--- src/rtl/muldiv_ctrl.sv ---
// Iterative multiply/divide sequencer owning the HI/LO register pair.
// One shift-add or restoring-divide step per cycle over DATA_W cycles,
// followed by a single sign fix-up cycle that writes HI/LO.
module muldiv_ctrl #(
   parameter int unsigned DATA_W    = 32,
   parameter int unsigned OP_LENGTH = 3
) (
   input  logic                 clk,
   input  logic                 rst,
   input  logic                 start,
   input  logic [OP_LENGTH-1:0] op,
   input  logic [DATA_W-1:0]    opnd_a,
   input  logic [DATA_W-1:0]    opnd_b,
   input  logic                 hilo_rd,
   input  logic                 flush,
   output logic                 busy,
   output logic                 stall,
   output logic                 done,
   output logic [DATA_W-1:0]    hi,
   output logic [DATA_W-1:0]    lo
);

   localparam int unsigned CntW = $clog2(DATA_W);

   localparam logic [OP_LENGTH-1:0] OpMult  = OP_LENGTH'(0);
   localparam logic [OP_LENGTH-1:0] OpMultu = OP_LENGTH'(1);
   localparam logic [OP_LENGTH-1:0] OpDiv   = OP_LENGTH'(2);
   localparam logic [OP_LENGTH-1:0] OpDivu  = OP_LENGTH'(3);
   localparam logic [OP_LENGTH-1:0] OpMthi  = OP_LENGTH'(4);
   localparam logic [OP_LENGTH-1:0] OpMtlo  = OP_LENGTH'(5);

   typedef enum logic [1:0] {StIdle, StCalc, StSign} state_e;

   state_e                state_q, state_d;
   logic                  is_div_q, is_div_d;
   logic                  neg_q, neg_d;     // product/quotient must be negated
   logic                  rneg_q, rneg_d;   // remainder must be negated
   logic                  divz_q, divz_d;   // divisor was zero
   logic [DATA_W-1:0]     araw_q, araw_d;   // original dividend for divide-by-zero
   logic [DATA_W-1:0]     opb_q, opb_d;     // multiplicand / divisor magnitude
   logic [2*DATA_W-1:0]   acc_q, acc_d;     // mult: {upper, multiplier}; div: {rem, quo}
   logic [CntW-1:0]       cnt_q, cnt_d;
   logic [DATA_W-1:0]     hi_q, hi_d;
   logic [DATA_W-1:0]     lo_q, lo_d;
   logic                  done_q, done_d;

   logic                  signed_op;
   logic [DATA_W-1:0]     mag_a, mag_b;
   logic [DATA_W:0]       mul_sum;
   logic [DATA_W:0]       div_shift;
   logic [DATA_W:0]       div_diff;

   // Operand magnitudes and single-step datapath helpers
   always_comb begin
      signed_op = (op == OpMult) || (op == OpDiv);
      mag_a     = (signed_op && opnd_a[DATA_W-1]) ? -opnd_a : opnd_a;
      mag_b     = (signed_op && opnd_b[DATA_W-1]) ? -opnd_b : opnd_b;
      mul_sum   = {1'b0, acc_q[2*DATA_W-1:DATA_W]} + (acc_q[0] ? {1'b0, opb_q} : '0);
      div_shift = acc_q[2*DATA_W-1:DATA_W-1];
      div_diff  = div_shift - {1'b0, opb_q};
   end

   // Next-state for the sequencer and HI/LO
   always_comb begin
      state_d  = state_q;
      is_div_d = is_div_q;
      neg_d    = neg_q;
      rneg_d   = rneg_q;
      divz_d   = divz_q;
      araw_d   = araw_q;
      opb_d    = opb_q;
      acc_d    = acc_q;
      cnt_d    = cnt_q;
      hi_d     = hi_q;
      lo_d     = lo_q;
      done_d   = 1'b0;

      unique case (state_q)
         StIdle: begin
            if (start) begin
               if (op == OpMult || op == OpMultu || op == OpDiv || op == OpDivu) begin
                  is_div_d = (op == OpDiv) || (op == OpDivu);
                  neg_d    = signed_op & (opnd_a[DATA_W-1] ^ opnd_b[DATA_W-1]);
                  rneg_d   = signed_op & opnd_a[DATA_W-1];
                  divz_d   = (opnd_b == '0);
                  araw_d   = opnd_a;
                  opb_d    = mag_b;
                  acc_d    = {{DATA_W{1'b0}}, mag_a};
                  cnt_d    = '0;
                  state_d  = StCalc;
               end else if (op == OpMthi) begin
                  hi_d = opnd_a;
               end else if (op == OpMtlo) begin
                  lo_d = opnd_a;
               end
            end
         end
         StCalc: begin
            if (is_div_q) begin
               // No borrow means the divisor fits: keep the difference, quotient bit 1
               if (!div_diff[DATA_W]) begin
                  acc_d = {div_diff[DATA_W-1:0], acc_q[DATA_W-2:0], 1'b1};
               end else begin
                  acc_d = {div_shift[DATA_W-1:0], acc_q[DATA_W-2:0], 1'b0};
               end
            end else begin
               acc_d = {mul_sum, acc_q[DATA_W-1:1]};
            end
            cnt_d = cnt_q + 1'b1;
            if (cnt_q == CntW'(DATA_W - 1)) begin
               state_d = StSign;
            end
         end
         StSign: begin
            if (!is_div_q) begin
               {hi_d, lo_d} = neg_q ? -acc_q : acc_q;
            end else if (divz_q) begin
               hi_d = araw_q;
               lo_d = '1;
            end else begin
               lo_d = neg_q ? -acc_q[DATA_W-1:0] : acc_q[DATA_W-1:0];
               hi_d = rneg_q ? -acc_q[2*DATA_W-1:DATA_W] : acc_q[2*DATA_W-1:DATA_W];
            end
            done_d  = 1'b1;
            state_d = StIdle;
         end
         default: state_d = StIdle;
      endcase

      // Squash wins over everything except reset, including MTHI/MTLO
      if (flush) begin
         state_d = StIdle;
         done_d  = 1'b0;
         hi_d    = hi_q;
         lo_d    = lo_q;
      end
   end

   // State and datapath registers with synchronous reset
   always_ff @(posedge clk) begin
      if (rst) begin
         state_q  <= StIdle;
         is_div_q <= 1'b0;
         neg_q    <= 1'b0;
         rneg_q   <= 1'b0;
         divz_q   <= 1'b0;
         araw_q   <= '0;
         opb_q    <= '0;
         acc_q    <= '0;
         cnt_q    <= '0;
         hi_q     <= '0;
         lo_q     <= '0;
         done_q   <= 1'b0;
      end else begin
         state_q  <= state_d;
         is_div_q <= is_div_d;
         neg_q    <= neg_d;
         rneg_q   <= rneg_d;
         divz_q   <= divz_d;
         araw_q   <= araw_d;
         opb_q    <= opb_d;
         acc_q    <= acc_d;
         cnt_q    <= cnt_d;
         hi_q     <= hi_d;
         lo_q     <= lo_d;
         done_q   <= done_d;
      end
   end

   // Outputs; stall is combinational on the live request inputs
   always_comb begin
      busy  = (state_q != StIdle);
      stall = busy & (start | hilo_rd);
      done  = done_q;
      hi    = hi_q;
      lo    = lo_q;
   end

endmodule
--- config.mk ---
export PLATFORM = sky130hd
export DESIGN_NAME = muldiv_ctrl
export DESIGN_NICKNAME = d
export VERILOG_FILES = /design/src/rtl/muldiv_ctrl.sv
export SDC_FILE = /design/constraint.sdc
export NUM_CORES = 1
export LEC_CHECK = 0
export CAP_MARGIN = 30
export CORE_AREA = 2 2 177 179
export DETAILED_ROUTE_END_ITERATION = 16
export DIE_AREA = 0 0 179 181
export MAX_ROUTING_LAYER = met4
export PLACE_DENSITY = 0.8
export RECOVER_POWER = 25
export SETUP_SLACK_MARGIN = 0.5
export SLEW_MARGIN = 20
export SYNTH_ARGS = -nofsm -noshare
export SYNTH_HDL_FRONTEND = slang
export SYNTH_SLANG_ARGS = --single-unit
--- constraint.sdc ---
create_clock -name clk -period 3 [get_ports clk]
set_clock_uncertainty 0.15 [all_clocks]
set_input_delay 0.6 -clock clk [delete_from_list [all_inputs] [get_ports clk]]
set_output_delay 0.6 -clock clk [all_outputs]
set_load 0.05 [all_outputs]
; ---- Word-level counts from Yosys, hierarchy flattened
; Index checks and enable logic that the tools add are counted.
; Widths: inputs -> output; s select.
[op_classes]
add_sub_neg = 8
bitwise_logic = 6
eq_ne = 15
n_reduce_logical = 19
muxes = 32
[op_table]
columns = operator, count
row1 = $mux 32, 16
row2 = $mux 64, 5
row3 = $neg 32->32, 4
row4 = $pmux 32 s2, 2
row5 = $pmux 64 s2, 1
row6 = $neg 64->64, 1
row7 = $add 32x32->33, 1
row8 = $sub 33x32->33, 1
row9 = $logic_not 32->1, 1
row10 = $ne 2x2->1 const B, 7
row11 = $mux 5, 2
row12 = $pmux 5 s2, 1
row13 = $reduce_and 3->1, 3
row14 = $eq 3x2->1 const B, 2
row15 = $eq 3x3->1 const B, 2
row16 = $mux 2, 3
row17 = $reduce_and 6->1, 1
row18 = $reduce_bool 2->1, 3
row19 = $add 5x1->5 const B, 1
row20 = $eq 5x5->1 const B, 1
row21 = $logic_or 1x1->1, 5
row22 = $reduce_and 5->1, 1
row23 = $pmux 2 s2, 1
row24 = $and 1x1->1, 3
row25 = other kinds (11), 12
[totals]
regBits = 204
inputBits = 72
wordCells = 92

; ---- Longest topological paths before layout
; Gate-level depths: netlist (run 1).
[logic_depth]
word_depth = 7
mapped_depth = 13
ltp_nobuf = 13

; ---- Worst setup path before layout (run 1)
; No wires, ideal clock.
[synth_timing]
path_type = flip-flop to flip-flop
start = register opb_q[26]
end = register acc_q[54]
stages_incl_launch_ff = 14
period_less_slack_ps = 3213
t_arrival_ps = 2945
path_buffers = 2
setup_slack_ps = -213
required_time_ps = 2733
cell_sequence = dfxtp_1 > inv_1 > ha_1 > clkbuf_1 > nand4_1 > nor4_1 > nand2_1 > o221ai_1 > mux2i_1 > nand2_1 > buf_2 > nand2_1 > nand3_1 > a32o_1
[synth_between]
elab_chain_cells = 4
[synth_lines]
columns = element, line_no
row1 = from (decl), 40  ; logic [DATA_W-1:0] opb_q, opb_d;
row2 = from (signal assigned), 161  ; opb_q <= opb_d;
row3 = $sub 33x32->33, 60  ; div_diff = div_shift - {1'b0, opb_q};
row4 = $mux 64, 101  ; if (!div_diff[DATA_W]) begin
row5 = $mux 64, 99  ; if (is_div_q) begin
row6 = $pmux 64 s2, 78  ; unique case (state_q)
row7 = to (signal assigned), 149  ; acc_q <= '0;
row8 = to (signal assigned), 162  ; acc_q <= acc_d;
row9 = to (decl), 41  ; logic [2*DATA_W-1:0] acc_q, acc_d;
; Every way passes these cells.
; A chain may end at the register's enable or synchronous reset.

; ---- Worst setup path after layout (run 1)
[layout_timing]
start = register acc_q[33]
end = register hi_q[23], in the netlist hi[23]
[layout_between]
elab_chain_cells = 5
[layout_lines]
columns = element, line_no
row1 = $neg 32->32, 122  ; hi_d = rneg_q ? -acc_q[2*DATA_W-1:DATA_W] : acc_q[2*DATA_W-1:DATA_W];
row2 = $mux 32, 122
row3 = $mux 32, 117  ; end else if (divz_q) begin
row4 = $mux 32 *, 115  ; if (!is_div_q) begin
row5 = $pmux 32 s2 *, 78
row6 = to (signal assigned), 164  ; hi_q <= hi_d;
row7 = to (decl), 43  ; logic [DATA_W-1:0] hi_q, hi_d;
; Every way passes the cells marked *; elsewhere a longest branch is shown, timed or not.

==> impl_metrics.json, run 1 <==
{
  "synthTopCellsByArea": "dfxtp_1, nand2_1, a21oi_1",
  "cts-root-buf": "clkbuf_16",
  "max_cap_viol_count": 1,
  "path_depth": 10,
  "setup_viol": 23,
  "ir_drop_mv": 0.457,
  "yosysSeqAreaShare_pct": 25.3,
  "die_h_um": 181,
  "grt_use_total_pct": 41.6,
  "routed_wl_mm": 71.6,
  "timing.reg2reg.setup_slack_ps": -110,
  "cp_common_cell": "or4b_4",
  "yosys_warnings": 0,
  "gp_congestion": 1.03,
  "grt-ovfl-total": 0,
  "grt_max_degree": 66,
  "final_hold_viol_count": 0,
  "antenna_found_initial": 2,
  "post-place-ws_ps": -455,
  "hold_class": "in -> reg",
  "path_cells": "or3_4 > or4b_4 > or4b_4 > buf_6 > o31ai_4 > xnor2_1 > mux2i_1 > a211oi_2 > a211oi_1 > nor3_1",
  "cp_top_family": "simple AND/OR/NAND/NOR gates",
  "start_util_pct": 53.3,
  "synthDistinctLibCells": 77,
  "crit_fanout": 3,
  "drive_gt1_share_pct": 32.6,
  "portBuffers": 138,
  "yosysTopAreaCellShare_pct": 25.3,
  "p_per_area_mw_per_mm2": 342,
  "cpPeakStageDelay_ps": 580,
  "ant_nets": 0,
  "dr.pass1.iters": 6,
  "setup_tns_ps": -1080,
  "synth_edf_count": 0,
  "syn_avg_cell_area_um2": 7.27,
  "period_share_pct": 104,
  "synth_seq_cells": 204,
  "drtIter0Drc": 2549,
  "fin_util_pct": 79.9,
  "die_area_mm2": 0.0324,
  "core_mm2": 0.0303,
  "path_buf_inv": 1,
  "wl_per_cell_um": 23.2,
  "async_flop_share_pct": 0,
  "reg2reg_depth": 10,
  "clk_pin_slew_ps": 60,
  "area_growth_pct": 50.0,
  "netlist_instances": 2224,
  "hold_buffers": 0,
  "rsz0062_at_grt": "yes",
  "worst_pin_slew_ps": 1510,
  "synth_top_area_cell": "dfxtp_1",
  "dpl.cell_count": 2944,
  "cts_buffers": 27,
  "cts_tree": "built",
  "syn-cell-area_mm2": 0.0162,
  "worstSetupStartpoint": "acc_q[33]",
  "slew_headroom_pct": -0.414,
  "r2r-end": "hi[23]",
  "cts_buffer_depth": 3,
  "dp_hpwl_mm": 49.5,
  "path_class": "reg -> reg",
  "worst_slack_ps": -109,
  "fill_cells": 1990,
  "htree_levels": 1,
  "r2r_start": "acc_q[33]",
  "nets": 2807,
  "max_freq_mhz": 322,
  "power_mw": 8.30,
  "die_w_um": 179,
  "slew_viol_final": 26,
  "required_ps": 3270,
  "whs_ps": 218,
  "stdcell_count": 3080,
  "violations": "capacitance limit, slew limit, setup timing",
  "grt_first_pass_wirelength_mm": 103,
  "vias": 20100,
  "drc": 0,
  "endpoint": "hi[23]",
  "cts_sinks": 204,
  "synth_flop_cell": "dfxtp_1",
  "cp.arrival_ps": 3380,
  "p_leak_nw": 9.43,
  "ios": 139,
  "cp-start-kind": "flip-flop",
  "crit_path_end_kind": "flip-flop",
  "fp-row-count": 64,
  "final_area_mm2": 0.0242,
  "grt_pass1_vias": 18600,
  "period_needed_ps": 3110,
  "post_drt_via_cell_ratio": 6.52,
  "insertion_delay_ps": 570,
  "critPathSlowestCell": "or4b_4",
  "dpl_cell_area_mm2": 0.0207,
  "outcome": "finished with violations",
  "synth_nets": 2368
}
==> synthesized netlist by cell type (7+ instances only) <==
cell,instances
a211oi_1,59
a21boi_0,7
a21o_1,18
a21oi_1,218
a22oi_1,17
a311oi_1,16
a31oi_1,12
and2_1,15
and3_1,16
buf_1,9
buf_2,8
clkbuf_1,164
dfxtp_1,204
ha_1,70
inv_1,68
mux2i_1,64
nand2_1,300
nand2b_1,32
nand3_1,27
nand4_1,13
nor2_1,193
nor2b_1,15
nor3_1,38
nor4_1,27
o211ai_1,47
o21ai_0,151
o21bai_1,8
o221ai_1,39
o31ai_1,26
o41ai_1,17
or2_2,10
or3_1,20
or4_1,12
xnor2_1,119
xor2_1,70
==> final cells by class <==
type	instances	area, um2	area share, %
inverters	68	274	1.13
diodes	2	5.00	0.0206
clock buffers	40	815	3.36
well taps	396	495	2.04
repair buffers	595	5130	21.2
clock inverters	8	93.8	0.387
flip-flops and latches	204	4150	17.1
multi-input cells	1767	13300	54.8
==> worst reg2reg max path, stage by stage (launching register included) <==
cell and delay, ps:
dfxtp_4 350, or3_4 390, or4b_4 560, or4b_4 580, buf_6 160, o31ai_4 180
xnor2_1 90, mux2i_1 170, a211oi_2 90, a211oi_1 200, nor3_1 70
==> kinds of logic (layout without fill, tap and decap cells) <==
kind of cell	count (synthesis)	after routing	synth area share, %
buffers and inverters	253	711	6.02
muxes	65	65	4.03
other	0	2	0
xor gates and xnor gates	189	189	10.2
DFF	204	204	25.3
AOI/OAI and AO/OA	699	699	27.7
and+or+nand+nor	742	742	21.1
adders and majority gates	72	72	5.66
==> what timing repair did <==
action | 4_1_cts | 5_1_grt
buffers inserted | 54 | 30
gates resized for setup | 345 | 223
cloned | 2 | 0
setup endpoints to repair | 108 | 114
pin swaps | 173 | 179
==> cells in the final DEF (no fill, tap or decap), types with 12 or more instances in the layout <==
cell type / count
dfxtp_1: 173
nand2_1: 282
clkbuf_1: 13
a211oi_1: 49
nand2_2: 12
or3_1: 14
dfxtp_2: 21
xor2_1: 68
buf_6: 52
o21ai_0: 67
dlymetal6s2s_1: 13
clkdlybuf4s50_1: 84
nor3_1: 30
nor2_4: 13
ha_4: 27
o31ai_1: 14
a21oi_2: 21
mux2i_1: 62
o211ai_1: 47
nor2_1: 166
inv_2: 14
buf_4: 389
clkbuf_16: 27
a311oi_1: 14
inv_1: 50
a22oi_1: 16
o21ai_2: 30
dlygate4sd2_1: 18
o21ai_1: 48
nand3_1: 15
nand2b_1: 27
nand4_1: 13
a21o_1: 18
nor2_2: 14
ha_1: 39
xnor2_1: 109
a21oi_1: 192
o221ai_1: 34
nor2b_1: 12
nor4_1: 12
==> where the power goes <==
part / internal, mW / total (mW) / switching (mW) / leakage [nW]
registers: 2.81 / 2.91 / 0.102 / 1.68
clock network: 1.97 / 3.31 / 1.34 / 0.447
logic: 0.877 / 2.08 / 1.20 / 7.30
total: 5.65 / 8.30 / 2.65 / 9.43
==> registers in the layout, summed over array words and instances (netlist names), 2 cells and up <==
name,cells
lo,32
cnt_q,5
state_q,2
araw_q,32
acc_q,64
opb_q,32
hi,32
==> routing by layer <==
| layer | vias to the layer above | global-route usage [%] | wire (um) |
|---|---|---|---|
| met1 | 9389 | 52.5 | 26800 |
| met4 | 0 | 23.0 | 5410 |
| li1 | 8893 | - | - |
| met2 | 1412 | 63.6 | 31300 |
| met3 | 390 | 5.85 | 8010 |
| met5 | - | - | 0 |
==> worst min-delay path by stage <==
stage / end / start / cells past startpoint / slack, ps
3_3_place_gp: lo[19] / lo[19] / 2 / 290
4_1_cts: is_div_q / rst / 2 / 210
3_5_place_dp: lo[30] / lo[30] / 2 / 300
5_1_grt: neg_q / rst / 2 / 240
6_report: is_div_q / rst / 2 / 220
2_1_floorplan: araw_q[20] / araw_q[20] / 2 / 280
No activity file was read; power rests on OpenSTA's default activity.
==> inputs of run 2 (changes only) <==
--- a/config.mk
+++ b/config.mk
@@ -6,11 +6,11 @@
 export NUM_CORES = 1
 export LEC_CHECK = 0
 export CAP_MARGIN = 30
-export CORE_AREA = 2 2 177 179
+export CORE_AREA = 4 4 202 204
 export DETAILED_ROUTE_END_ITERATION = 16
-export DIE_AREA = 0 0 179 181
+export DIE_AREA = 0 0 206 208
 export MAX_ROUTING_LAYER = met4
-export PLACE_DENSITY = 0.8
+export PLACE_DENSITY = 0.66
 export RECOVER_POWER = 25
 export SETUP_SLACK_MARGIN = 0.5
 export SLEW_MARGIN = 20
==> run 2 against run 1 <==
Compared with the run above:
- sequential power about the same
- the flow finishes with violations (setup timing)
- highest routed layer unchanged
- total power decreased by 1.2%
- critical path type unchanged
- utilization decreased by 18 points
- largest power group unchanged
- largest cell class unchanged
- setup slack got worse by 11 ps
- combinational power decreased by 2%
- critical path depth increased by 4
==> impl_metrics.json, run 2 (synthesized netlist as in run 1, its figures left out) <==
{
  "outcome": "finished with violations",
  "violations": "setup timing",
  "rsz0062_at_grt": "yes",
  "dr.pass1.iters": 5,
  "layout_common_cells": "buf_4, nand2_1, a21oi_1",
  "drtIter0Drc": 1510,
  "fp-row-count": 73,
  "final_common_cell": "buf_4",
  "drc": 0,
  "stdcell_count": 3171,
  "largest-register": "acc_q",
  "p_per_area_mw_per_mm2": 337,
  "cts_tree": "built",
  "start_util_pct": 41.2,
  "p_leak_nw": 9.48,
  "final_hold_viol_count": 0,
  "period_share_pct": 104,
  "ant_nets": 0,
  "critPathSlowestCell": "o31a_1",
  "cp-start-kind": "flip-flop",
  "holdCritStartpoint": "opnd_a[1]",
  "cts_buffers": 26,
  "cts_sinks": 204,
  "dp_hpwl_mm": 49.7,
  "die_area_mm2": 0.0428,
  "crit_fanout": 5,
  "cp_common_cell": "buf_4",
  "cp.arrival_ps": 3380,
  "routed_wl_mm": 68.1,
  "cpPeakStageDelay_ps": 410,
  "drive_gt1_share_pct": 31.7,
  "grt-ovfl-total": 0,
  "required_ps": 3260,
  "htree_levels": 1,
  "grt_max_degree": 131,
  "max_freq_mhz": 320,
  "gp_congestion": 0.965,
  "timing.reg2reg.setup_slack_ps": -120,
  "fin_util_pct": 61.9,
  "setup_viol": 6,
  "crit_path_end_kind": "flip-flop",
  "core_mm2": 0.0393,
  "dpl.cell_count": 3050,
  "worstSetupStartpoint": "acc_q[0]",
  "grt_use_total_pct": 30.3,
  "vias": 18800,
  "area_growth_pct": 50.5,
  "whs_ps": 286,
  "nets": 2771,
  "grt_pass1_vias": 18100,
  "regArea_mm2": 0.00415,
  "period_needed_ps": 3120,
  "clk_pin_slew_ps": 60,
  "ir_drop_mv": 0.266,
  "hold_buffers": 0,
  "max_cap_viol_count": 0,
  "path_class": "reg -> reg",
  "worst_slack_ps": -120,
  "largest_reg_flops": 64,
  "portBuffers": 138,
  "cts_buffer_depth": 3,
  "ios": 139,
  "die_w_um": 206,
  "cts-root-buf": "clkbuf_16",
  "antenna_found_initial": 1,
  "die_h_um": 208,
  "hold_class": "in -> reg",
  "slew_headroom_pct": 2.29,
  "grt_first_pass_wirelength_mm": 102,
  "slew_viol_final": 0,
  "setup_tns_ps": -223,
  "path_cells": "inv_8 > buf_12 > buf_4 > nor2_4 > ha_4 > buf_4 > and3_4 > and3_1 > o31a_1 > nor4b_4 > o31ai_2 > a21oi_2 > o22ai_1 > a41oi_1",
  "multi_input_area_mm2": 0.0133,
  "insertion_delay_ps": 560,
  "fill_cells": 3392,
  "r2r_start": "acc_q[0]",
  "worst_pin_slew_ps": 1460,
  "post_drt_via_cell_ratio": 5.92,
  "wl_per_cell_um": 21.5
}
run 2: area by class of cell:
cell class / count / area share, %
antenna: 1 / 0.0103
clock buffer: 35 / 2.98
clock inverter: 11 / 0.638
inverter: 68 / 1.12
multi-input combinational: 1767 / 54.8
sequential: 204 / 17.0
tap: 525 / 2.70
timing repair buffer: 560 / 20.7
run 2: path summary, 6_finish.rpt:
| path | to | cells past startpoint |
|---|---|---|
| max | acc_q[63] | 14 |
| min | araw_q[1] | 4 |
| max reg2reg | acc_q[63] | 14 |
| min reg2reg | lo[18] | 2 |
run 2: power breakdown:
part	switching [mW]	total [mW]	internal, mW
clock	1.31	3.26	1.95
sequential	0.0970	2.91	2.81
combinational	1.14	2.03	0.894
run 2: what timing repair did:
item                       4_1_cts  5_1_grt
setup buffers                   47       24
gates cloned                     2        1
hold endpoints to repair         0        0
setup endpoints to repair      108      117
resized for setup              319      240
pin swaps                      186      148
run 2: stage by stage:
| step | setup slack, ps | instance area, um2 | power (mW) |
|---|---|---|---|
| after global placement | -456 | 20800 | 4.63 |
| after global routing | -201 | 24300 | 8.50 |
| after detailed placement | -522 | 20800 | 4.65 |
| final | -120 | 24300 | 8.20 |
| after floorplan | -58.0 | 16800 | 3.89 |
| after CTS | -39.7 | 23200 | 8.08 |
run 2: layer usage:
| metal | up-vias | part of all wire [%] | wire length, um | global-route usage [%] |
|---|---|---|---|---|
| li1 | 8825 | - | - | - |
| met3 | 204 | 6.6 | 4510 | 3.49 |
| met4 | 0 | 5.5 | 3750 | 13.0 |
| met1 | 8931 | 40 | 27100 | 37.4 |
| met5 | - | 0 | 0 | - |
| met2 | 811 | 48 | 32800 | 50.0 |
run 2: worst max-delay path: cells and delay by family, from the launching register on:
kind | cells | cell delay (ps)
AOI/OAI and AO/OA | 5 | 1050
adders and majority gates | 1 | 230
buffers and inverters | 4 | 470
DFF | 1 | 390
and+or+nand+nor | 4 | 670
==> inputs of run 3 (changes only) <==
--- a/config.mk
+++ b/config.mk
@@ -6,9 +6,9 @@
 export NUM_CORES = 1
 export LEC_CHECK = 0
 export CAP_MARGIN = 30
-export CORE_AREA = 4 4 202 204
+export CORE_AREA = 2 2 200 202
 export DETAILED_ROUTE_END_ITERATION = 16
-export DIE_AREA = 0 0 206 208
+export DIE_AREA = 0 0 202 204
 export MAX_ROUTING_LAYER = met4
 export PLACE_DENSITY = 0.66
 export RECOVER_POWER = 25
==> run 3 against run 2 <==
Compared with the run above:
- the flow still finishes with violations (setup timing)
- maximum frequency grew 1.3%
- utilization shrank 0.30 points
- die area shrank 3.8%
- total power grew 2.2%
- highest routed layer unchanged
==> impl_metrics.json, run 3 (synthesized netlist as in run 1, its figures left out) <==
{
  "worst_slack_ps": -81.1,
  "dr.pass1.iters": 5,
  "path_cells": "inv_2 > ha_4 > nand4_1 > buf_6 > nor4_4 > nand2_2 > o221ai_4 > mux2i_2 > nand2_4 > buf_12 > buf_16 > buf_4 > nand3b_1 > a21o_1 > o211ai_1",
  "holdCritStartpoint": "rst",
  "p_comb_share_pct": 24.6,
  "r2r-end": "acc_q[58]",
  "p_int_mw": 5.80,
  "setup_tns_ps": -922,
  "ir_drop_mv": 0.439,
  "grt_use_total_pct": 32.9,
  "final_common_cell": "buf_4",
  "p_sw_mw": 2.58,
  "slew_viol_final": 0,
  "crit_path_end_kind": "flip-flop",
  "max_cap_viol_count": 0,
  "clkPwrFrac_pct": 40.8,
  "p_sw_share_pct": 30.8,
  "timing.reg2reg.setup_slack_ps": -80,
  "largest_reg_flops": 64,
  "insertion_delay_ps": 570,
  "clk_pin_slew_ps": 60,
  "ios": 139,
  "wl_per_cell_um": 21.6,
  "p_per_area_mw_per_mm2": 347,
  "wl_met3_mm": 3.85,
  "drtIter0Drc": 1322,
  "fp-row-count": 73,
  "whs_ps": 290,
  "vias": 18700,
  "cp.arrival_ps": 3360,
  "final_hold_viol_count": 0,
  "cts_buffer_depth": 3,
  "r2r_start": "opb_q[27]",
  "grt_max_degree": 95,
  "cts_sinks": 204,
  "hold_class": "in -> reg",
  "outcome": "finished with violations",
  "start_util_pct": 41.3,
  "antenna_found_initial": 1,
  "routed_wl_mm": 69.0,
  "met1Wirelength_mm": 28.4,
  "final_area_mm2": 0.0242,
  "die_area_mm2": 0.0412,
  "cts_buffers": 25,
  "nets": 2793,
  "grt-ovfl-total": 0,
  "critPathSlowestCell": "nor4_4",
  "drc": 0,
  "largest-register": "acc_q",
  "required_ps": 3280,
  "path_class": "reg -> reg",
  "dp_hpwl_mm": 51.1,
  "min_to": "acc_q[63]",
  "period_share_pct": 103,
  "gp_congestion": 0.955,
  "htree_levels": 1,
  "post_drt_via_cell_ratio": 5.84,
  "met2_length_mm": 32.8,
  "area_growth_pct": 49.4,
  "slew_headroom_pct": 20.3,
  "die_h_um": 204,
  "die_w_um": 202,
  "max_freq_mhz": 325,
  "cp-start-kind": "flip-flop",
  "grt_first_pass_wirelength_mm": 104,
  "topRoutingLayerUsed": "met4",
  "ant_nets": 0,
  "cts-root-buf": "clkbuf_16",
  "period_needed_ps": 3080,
  "drive_gt1_share_pct": 31.4,
  "core_mm2": 0.0392,
  "setup_viol": 23,
  "antenna_cells": 0,
  "grt_pass1_vias": 18100,
  "hold_depth": 4,
  "cpPeakStageDelay_ps": 360,
  "crit_fanout": 4,
  "layout_common_cells": "buf_4, nand2_1, a21oi_1",
  "worst_pin_slew_ps": 1200,
  "rsz0062_at_grt": "yes",
  "p_seq_share_pct": 34.6,
  "violations": "setup timing",
  "dpl_cell_area_mm2": 0.0209,
  "p_leak_nw": 9.49,
  "hold_buffers": 0,
  "cts_tree": "built",
  "reg2reg_depth": 15,
  "portBuffers": 138
}
## run 3: cell types whose count changed in the layout (fill, tap and decap cells not counted), sizes merged
cell | before | now
inv | 68 | 69
dlygate4sd2 | 23 | 31
clkdlybuf4s50 | 82 | 77
clkdlybuf4s15 | 3 | 2
buf | 426 | 442
clkinv | 4 | 5
clkinvlp | 4 | 1
bufinv | 3 | 5
dlymetal6s2s | 20 | 14
diode | 1 | 0
clkbuf | 41 | 48
dlygate4sd3 | 0 | 1
## run 3: timing repair
action | 4_1_cts | 5_1_grt
endpoints found under the setup margin | 115 | 113
resized for setup | 303 | 215
cloned | 3 | 1
setup buffers | 41 | 31
pin swaps | 116 | 156
## run 3: worst max-delay path: cells and delay by family, from the launching register on
kind / cells / cell delay (ps)
and+or+nand+nor: 5 / 810
buffers and inverters: 5 / 660
AOI/OAI and AO/OA: 3 / 430
DFF: 1 / 330
muxes: 1 / 320
adders and majority gates: 1 / 260
## run 3: metrics by stage
| stage | cells | power (mW) | setup slack, ps | util, % |
|---|---|---|---|---|
| 5_1_grt | 3191 | 8.68 | -219 | 61.6 |
| 3_5_place_dp | 3070 | 4.67 | -478 | 53.3 |
| 4_1_cts | 3158 | 8.23 | -84.1 | 58.8 |
| 2_1_floorplan | 2224 | 3.89 | -58.0 | - |
| 6_report | 3191 | 8.37 | -81.1 | 61.6 |
| 3_3_place_gp | 3070 | 4.65 | -465 | 53.3 |
## run 3: power by group through the flow
stage | registers, mW | logic [mW] | clock network, mW
floorplan | 2.96 | 0.926 | 0
global placement | 2.95 | 1.70 | 0
detailed placement | 2.95 | 1.72 | 0
CTS | 2.90 | 1.88 | 3.45
global route | 2.91 | 2.19 | 3.58
finish | 2.90 | 2.06 | 3.42
## run 3: worst max path at each step
stage | slack, ps | start | end | cells past startpoint
detailed placement | -480 | opnd_a[7] | acc_q[27] | 10
global route | -220 | opb_q[27] | acc_q[58] | 15
CTS | -80 | acc_q[0] | acc_q[63] | 13
global placement | -470 | opnd_a[7] | acc_q[27] | 10
floorplan | -60 | acc_q[33] | hi[23] | 11
finish | -80 | opb_q[27] | acc_q[58] | 15
## run 3: per-layer routing
layer  GRT usage [%]  vias to the layer above
li1                -                     8870
met1            39.4                     8914
met2            55.3                      691
met3            3.56                      176
met4            15.9                        0
met5               -                        -
## run 3: cell type report
cell class,count,area (um2)
Fill cell,3439,15000
Multi-Input combinational cell,1767,13100
Clock buffer,32,702
Tap cell,525,657
Clock inverter,12,206
Inverter,68,268
Sequential cell,204,4150
Timing Repair Buffer,583,5060
